## src/rtl/hazard_fwd_ctrl.sv

```systemverilog
// Hazard and forwarding controller for the 5-stage pipeline: load-use stall, branch flush, EX operand forwarding selects.
// Optional stall/flush performance counters are built when HAZ_PERF_CNT_EN is defined.
module hazard_fwd_ctrl #(
  parameter int REG_ADDR_W = 5,
  parameter int CNT_W      = 16
) (
  input  logic                  clk,
  input  logic                  rst,
  input  logic                  id_valid,
  input  logic [REG_ADDR_W-1:0] id_rs1,
  input  logic [REG_ADDR_W-1:0] id_rs2,
  input  logic                  id_use_rs2,
  input  logic [REG_ADDR_W-1:0] id_rd,
  input  logic                  id_regwrite,
  input  logic                  id_memread,
  input  logic                  ex_branch_taken,
  output logic                  stall,
  output logic                  flush,
  output logic [1:0]            fwd_a_sel,
  output logic [1:0]            fwd_b_sel
`ifdef HAZ_PERF_CNT_EN
  ,
  output logic [CNT_W-1:0]      stall_cnt,
  output logic [CNT_W-1:0]      flush_cnt
`endif
);

  typedef enum logic [1:0] {
    SEL_RF  = 2'b00,
    SEL_WB  = 2'b01,
    SEL_MEM = 2'b10
  } fwd_sel_e;

  logic                  ex_valid, ex_use_rs2, ex_regwrite, ex_memread;
  logic [REG_ADDR_W-1:0] ex_rs1, ex_rs2, ex_rd;
  logic                  mem_valid, mem_regwrite;
  logic [REG_ADDR_W-1:0] mem_rd;
  logic                  wb_valid, wb_regwrite;
  logic [REG_ADDR_W-1:0] wb_rd;

  logic     taken, load_use, mem_fwd, wb_fwd;
  fwd_sel_e sel_a, sel_b;

  always_comb begin
    taken    = ex_branch_taken & ex_valid;
    load_use = ex_valid & ex_memread & (ex_rd != '0) &
               ((ex_rd == id_rs1) | (id_use_rs2 & (ex_rd == id_rs2)));
    flush    = taken;
    stall    = ~taken & id_valid & load_use;
  end

  // Younger producer (MEM) is checked first so it wins over WB.
  always_comb begin
    mem_fwd = mem_valid & mem_regwrite & (mem_rd != '0);
    wb_fwd  = wb_valid & wb_regwrite & (wb_rd != '0);
    sel_a   = SEL_RF;
    sel_b   = SEL_RF;
    if (ex_valid) begin
      if (mem_fwd && (mem_rd == ex_rs1))     sel_a = SEL_MEM;
      else if (wb_fwd && (wb_rd == ex_rs1))  sel_a = SEL_WB;
      if (ex_use_rs2) begin
        if (mem_fwd && (mem_rd == ex_rs2))    sel_b = SEL_MEM;
        else if (wb_fwd && (wb_rd == ex_rs2)) sel_b = SEL_WB;
      end
    end
  end

  assign fwd_a_sel = sel_a;
  assign fwd_b_sel = sel_b;

  always_ff @(posedge clk) begin
    if (rst) begin
      ex_valid     <= 1'b0;
      ex_rs1       <= '0;
      ex_rs2       <= '0;
      ex_use_rs2   <= 1'b0;
      ex_rd        <= '0;
      ex_regwrite  <= 1'b0;
      ex_memread   <= 1'b0;
      mem_valid    <= 1'b0;
      mem_rd       <= '0;
      mem_regwrite <= 1'b0;
      wb_valid     <= 1'b0;
      wb_rd        <= '0;
      wb_regwrite  <= 1'b0;
    end else begin
      wb_valid     <= mem_valid;
      wb_rd        <= mem_rd;
      wb_regwrite  <= mem_regwrite;
      mem_valid    <= ex_valid;
      mem_rd       <= ex_rd;
      mem_regwrite <= ex_regwrite;
      ex_valid     <= id_valid & ~stall & ~flush;
      ex_rs1       <= id_rs1;
      ex_rs2       <= id_rs2;
      ex_use_rs2   <= id_use_rs2;
      ex_rd        <= id_rd;
      ex_regwrite  <= id_regwrite;
      ex_memread   <= id_memread;
    end
  end

`ifdef HAZ_PERF_CNT_EN
  // Saturating counters: hold at all-ones instead of wrapping.
  always_ff @(posedge clk) begin
    if (rst) begin
      stall_cnt <= '0;
      flush_cnt <= '0;
    end else begin
      if (stall && (stall_cnt != '1)) stall_cnt <= stall_cnt + 1'b1;
      if (flush && (flush_cnt != '1)) flush_cnt <= flush_cnt + 1'b1;
    end
  end
`else
  if (CNT_W < 1) begin : g_cnt_w_unused
  end
`endif

endmodule
```

## config.mk

```make
export PLATFORM = sky130hd
export DESIGN_NAME = hazard_fwd_ctrl
export DESIGN_NICKNAME = d
export VERILOG_FILES = /design/src/rtl/hazard_fwd_ctrl.sv
export SDC_FILE = /design/constraint.sdc
export NUM_CORES = 1
export LEC_CHECK = 0
export CAP_MARGIN = 10
export CELL_PAD_IN_SITES_DETAIL_PLACEMENT = 1
export CELL_PAD_IN_SITES_GLOBAL_PLACEMENT = 2
export CORE_MARGIN = 2
export CORE_UTILIZATION = 31
export CTS_CLUSTER_DIAMETER = 150
export DETAILED_ROUTE_END_ITERATION = 8
export PLACE_DENSITY_LB_ADDON = 0.1
export SLEW_MARGIN = 20
export SYNTH_ARGS = -nofsm -noshare
export SYNTH_HDL_FRONTEND = slang
export SYNTH_SLANG_ARGS = --single-unit
```

## constraint.sdc

```tcl
create_clock -name clk -period 1.8 [get_ports clk]
set_input_delay 0.36 -clock clk [delete_from_list [all_inputs] [get_ports clk]]
set_output_delay 0.36 -clock clk [all_outputs]
set_load 0.005 [all_outputs]
```

==> Word level (Yosys, flattened, before mapping) <==
Cells that the tools add are included.
{ "totals": {"register_bits": 33, "in_bits": 22, "latchBits": 0, "rom_bits": 0, "word_cells": 49, "n_memories": 0, "mem_bits_rw": 0, "output_inout_bits": 6} }
{ "op_classes": {"magnitude_cmp": 0, "reduce_logical": 7, "div_mod_pow": 0, "addsub": 0, "multipliers": 0, "muxes": 7, "n_eq_ne": 6, "bitwise": 16, "n_shift": 0} }
{ "op_table": {"columns": ["op", "count"], "rows": [
  ["$eq A5 B5 Y1", 6],
  ["$reduce_bool A5 Y1", 3],
  ["$and A1 B1 Y1", 13],
  ["$mux W2", 5],
  ["$logic_and A1 B1 Y1", 4],
  ["$mux W1", 2],
  ["$not A1 Y1", 2],
  ["$or A1 B1 Y1", 1]
]} }

==> Depth between registers and ports, before layout <==
{ "depth": {"word_depth": 8, "ltp_mapped": 4, "depth_no_buf": 4} }

==> Least setup slack after synthesis <==
Ideal clock, no wire load.
{ "synth_path": {"path_type": "register to output", "startpoint": "reg mem_rd[1]", "endpoint": "out fwd_b_sel[1]", "n_path_buf": 0, "t_arrival_ns": 1.278, "setup_slack_ns": 0.162, "stages_incl_launch_ff": 5, "required_ns": 1.440, "path_cell_list": "dfxtp_1 or4_1 o211ai_2 nor4_1 and3_1"} }
{ "synth_via": {"elab_chain_len": 6, "word_cells_on_any_way": 7, "cone_classes": "eq/ne: 1; mux: 3; bitwise: 1; reduce/logical: 2"} }
{ "synth_lines": {"columns": ["element", "line_no", "rtl"], "rows": [
  ["from (decl)", "37", "logic [REG_ADDR_W-1:0] mem_rd;"],
  ["from (signal assigned)", "91", "mem_rd <= ex_rd;"],
  ["$reduce_bool A5 Y1", "54", "mem_fwd = mem_valid & mem_regwrite & (mem_rd != '0);"],
  ["$and A1 B1 Y1", "54", null],
  ["$logic_and A1 B1 Y1 (*)", "62", "if (mem_fwd && (mem_rd == ex_rs2)) sel_b = SEL_MEM;"],
  ["$mux W2 (*)", "62", null],
  ["$mux W2 (*)", "61", "if (ex_use_rs2) begin"],
  ["$mux W2 (*)", "58", "if (ex_valid) begin"],
  ["to (decl)", "20", "output logic [1:0] fwd_b_sel"]
]} }
Mark *: on every way between the ends. The rest lies on a longest branch, timed or not.

==> Final worst setup path <==
{ "layout_path": {"startpoint": "reg mem_rd[2]", "endpoint": "out fwd_b_sel[1]"} }
Same word-level chain as after synthesis.

==> summary.md <==
| Metric | Value |
|---|---|
| Crit path time final | `2160 ps` |
| IO buf count | `27` |
| Warnings, synthesis | `0` |
| Status | `finished, violations left` |
| Area Overhead vs Synth | `46.4%` |
| Rows | `23` |
| CP Max Fanout | `2` |
| Clk sinks | `33` |
| Vias in the first global route | `1111` |
| Fmax achieved | `463 MHz` |
| Vias post-DR | `1010` |
| Tot GR Track Use | `13.1%` |
| Die outline area | `4760 um2` |
| Worst EP required | `1440 ps` |
| Clock transition at path regs | `60 ps` |
| Crit path kind | `flip-flop to output pin` |
| Share of post-route cells with drive strength above 1 | `25.6%` |
| Drt wl/cell | `12.9 um` |
| # H-tree levels | `2` |
| TritonCTS Buffers | `5` |
| Core ar. | `4030 um2` |
| Worst Hold Slack | `445 ps` |
| Most common cell after layout, fill and taps aside | `nor2b_1` |
| Area of the mapped netlist | `1310 um2` |
| Post-Place Cells | `217` |
| Worst Tran Pin Value | `352 ps` |
| VDD IR max | `469 uV` |
| Syn nets | `148` |
| Starting density of the core | `32.5%` |
| RSZ-0062 raised after global routing | `true` |
| Final Max Tran Viols | `0` |
| Die Y | `69.0 um` |
| Reg area | `669 um2` |
| Most frequent cells in the layout | `nor2b_1 (32), dfxtp_1 (28), xor2_1 (21), buf_4 (19), clkdlybuf4s50_1 (16)` |
| Worst path arrival time | `1800 ps` |
| Initial antenna violation count | `0` |
| DRT Pass-1 Iters | `4` |
| Worst setup SP type | `flip-flop` |
| CTS tree | `yes` |
| Sequential share of the synthesized area | `50.4%` |
| Root cell of the clock tree | `clkbuf_8` |
| DR iter-0 viols | `18` |
| Rel. slew slack | `76.3%` |
| Post-synthesis sequential element count | `33` |
| First-pass GRT wire length | `4800 um` |
| Clock Skew | `2.00 ps` |
| Num ports | `28` |
| Unique masters post-synth | `20` |
| Final Cycle Share | `120%` |
| P_leak | `0.836 nW` |
| Final WS setup | `-358 ps` |
| Worst Reg-to-Reg Cells | `4` |
| Die W | `69.0 um` |
| DP Wirelength | `2300 um` |
| Hold depth | `1` |
| CP Capture Type | `output pin` |
| Remaining DRCs | `0` |
| Clk Latency, worst-skew pair | `280 ps` |
| Drt total wl | `2980 um` |
| Violations in the final reports | `negative setup slack` |
| Pwr Density | `789 nW/um2` |
| # hold bufs at CTS | `0` |
| Final setup vio count | `5` |
| Antenna cell count | `0` |
| Area of the multi-input gates | `677 um2` |
| Max_cap viols | `0` |
| Final antenna-violating net count | `0` |
| Filler cell count | `465` |
| Clock buffer depth | `2` |
| Sum Neg Setup Slack | `-1460 ps` |
| Largest net degree at the start of global routing | `34` |
| GRT overflow | `0` |
| Total Nets Final | `201` |
| Mapped Avg Cell Area | `10.4 um2` |
| Gpl congestion | `0.883` |
| Non-filler instance count after layout | `230` |
| Final hold violation count | `0` |
| Mapped Cells | `126` |
| Via/cell ratio | `4.39` |
| Hold Crit Class | `flip-flop to flip-flop` |
-- cell families after synthesis --
| kind of cell | synth area share (%) |
|---|---|
| buffers and inverters | 1.15 |
| DFF | 50.4 |
| xor gates and xnor gates | 20.1 |
| and+or+nand+nor | 25.0 |
| AOI/OAI and AO/OA | 3.34 |
-- sequential cells by signal (all words and copies together) (netlist names) --
signal and count:
ex_rd 5, ex_rs1 5, ex_rs2 5, mem_rd 5, wb_rd 5, ex_memread 1, ex_regwrite 1, ex_use_rs2 1
ex_valid 1, mem_regwrite 1, mem_valid 1, wb_regwrite 1, wb_valid 1
-- path summary, 6_finish.rpt --
kind,startpoint,to,slack [ps]
setup / recovery,mem_rd[2],fwd_b_sel[1],-360
hold / removal,ex_regwrite,mem_regwrite,450
setup reg to reg,ex_rd[2],ex_valid,390
hold reg to reg,ex_regwrite,mem_regwrite,450
-- routing by layer --
metal / share of wire (%) / global-route usage [%] / up-vias / wire length [um]
li1: - / - / 519 / -
met1: 40 / 12.8 / 461 / 1200
met2: 52 / 23.5 / 24 / 1540
met3: 5.7 / 5.41 / 6 / 169
met4: 2.1 / 6.32 / 0 / 64
met5: 0 / 0 / - / 0
-- final cells by class --
type / instances / share of cell area, %
Clock buffer: 6 / 3.78
Clock inverter: 2 / 0.522
Inverter: 1 / 0.196
Multi-Input combinational cell: 89 / 35.3
Sequential cell: 33 / 34.9
Tap cell: 50 / 3.26
Timing Repair Buffer: 49 / 22.0
-- worst max-delay path, stage by stage (launching register included) --
cell and delay (ps):
dfxtp_1 310, or4_4 550, o211ai_4 210, buf_6 120, nor4_2 30, and3_1 170
buf_2 120
-- what timing repair did --
item / in CTS / in global routing
buffers inserted: 4 / 1
endpoints found under the hold margin: 0 / 0
pin swaps: 13 / 6
resized for setup: 40 / 1
endpoints found under the setup margin: 6 / 5
-- synthesized netlist by cell type --
library cell   n  area share (%)
and2_1         1            0.48
nor2b_1       32              15
nor2_1         2            0.57
nand4_1        1            0.48
o211ai_2       1            0.95
inv_1          1            0.29
o21a_1         1            0.57
dfxtp_1       33              50
clkbuf_1       3            0.86
nand2_1        2            0.57
o211ai_1       2             1.1
xnor2_1        9             6.0
and3_1         1            0.48
nand3_1        3             1.1
or4_1          3             1.7
a32oi_1        1            0.67
xor2_1        21              14
nor4_1         5             2.4
nor3_1         3             1.1
nor3_2         1            0.76
-- report_power, final --
group,internal (mW),switching [mW],total [mW],leakage [nW]
clock network,0.267,0.253,0.521,0.0450
logic,0.123,0.0771,0.200,0.517
registers,0.764,0.0296,0.794,0.275
-- metrics by stage --
step,power (mW),worst slack (ps),utilization (%),instance area [um2]
floorplan,0.890,162,-,1310
finish,1.51,-358,47.6,1920
global route,1.59,-405,47.6,1920
CTS,1.54,-406,47.4,1910
detailed placement,1.00,-699,44.0,1770
global placement,0.995,-664,44.0,1770
No activity file was read; power rests on OpenSTA's default activity.
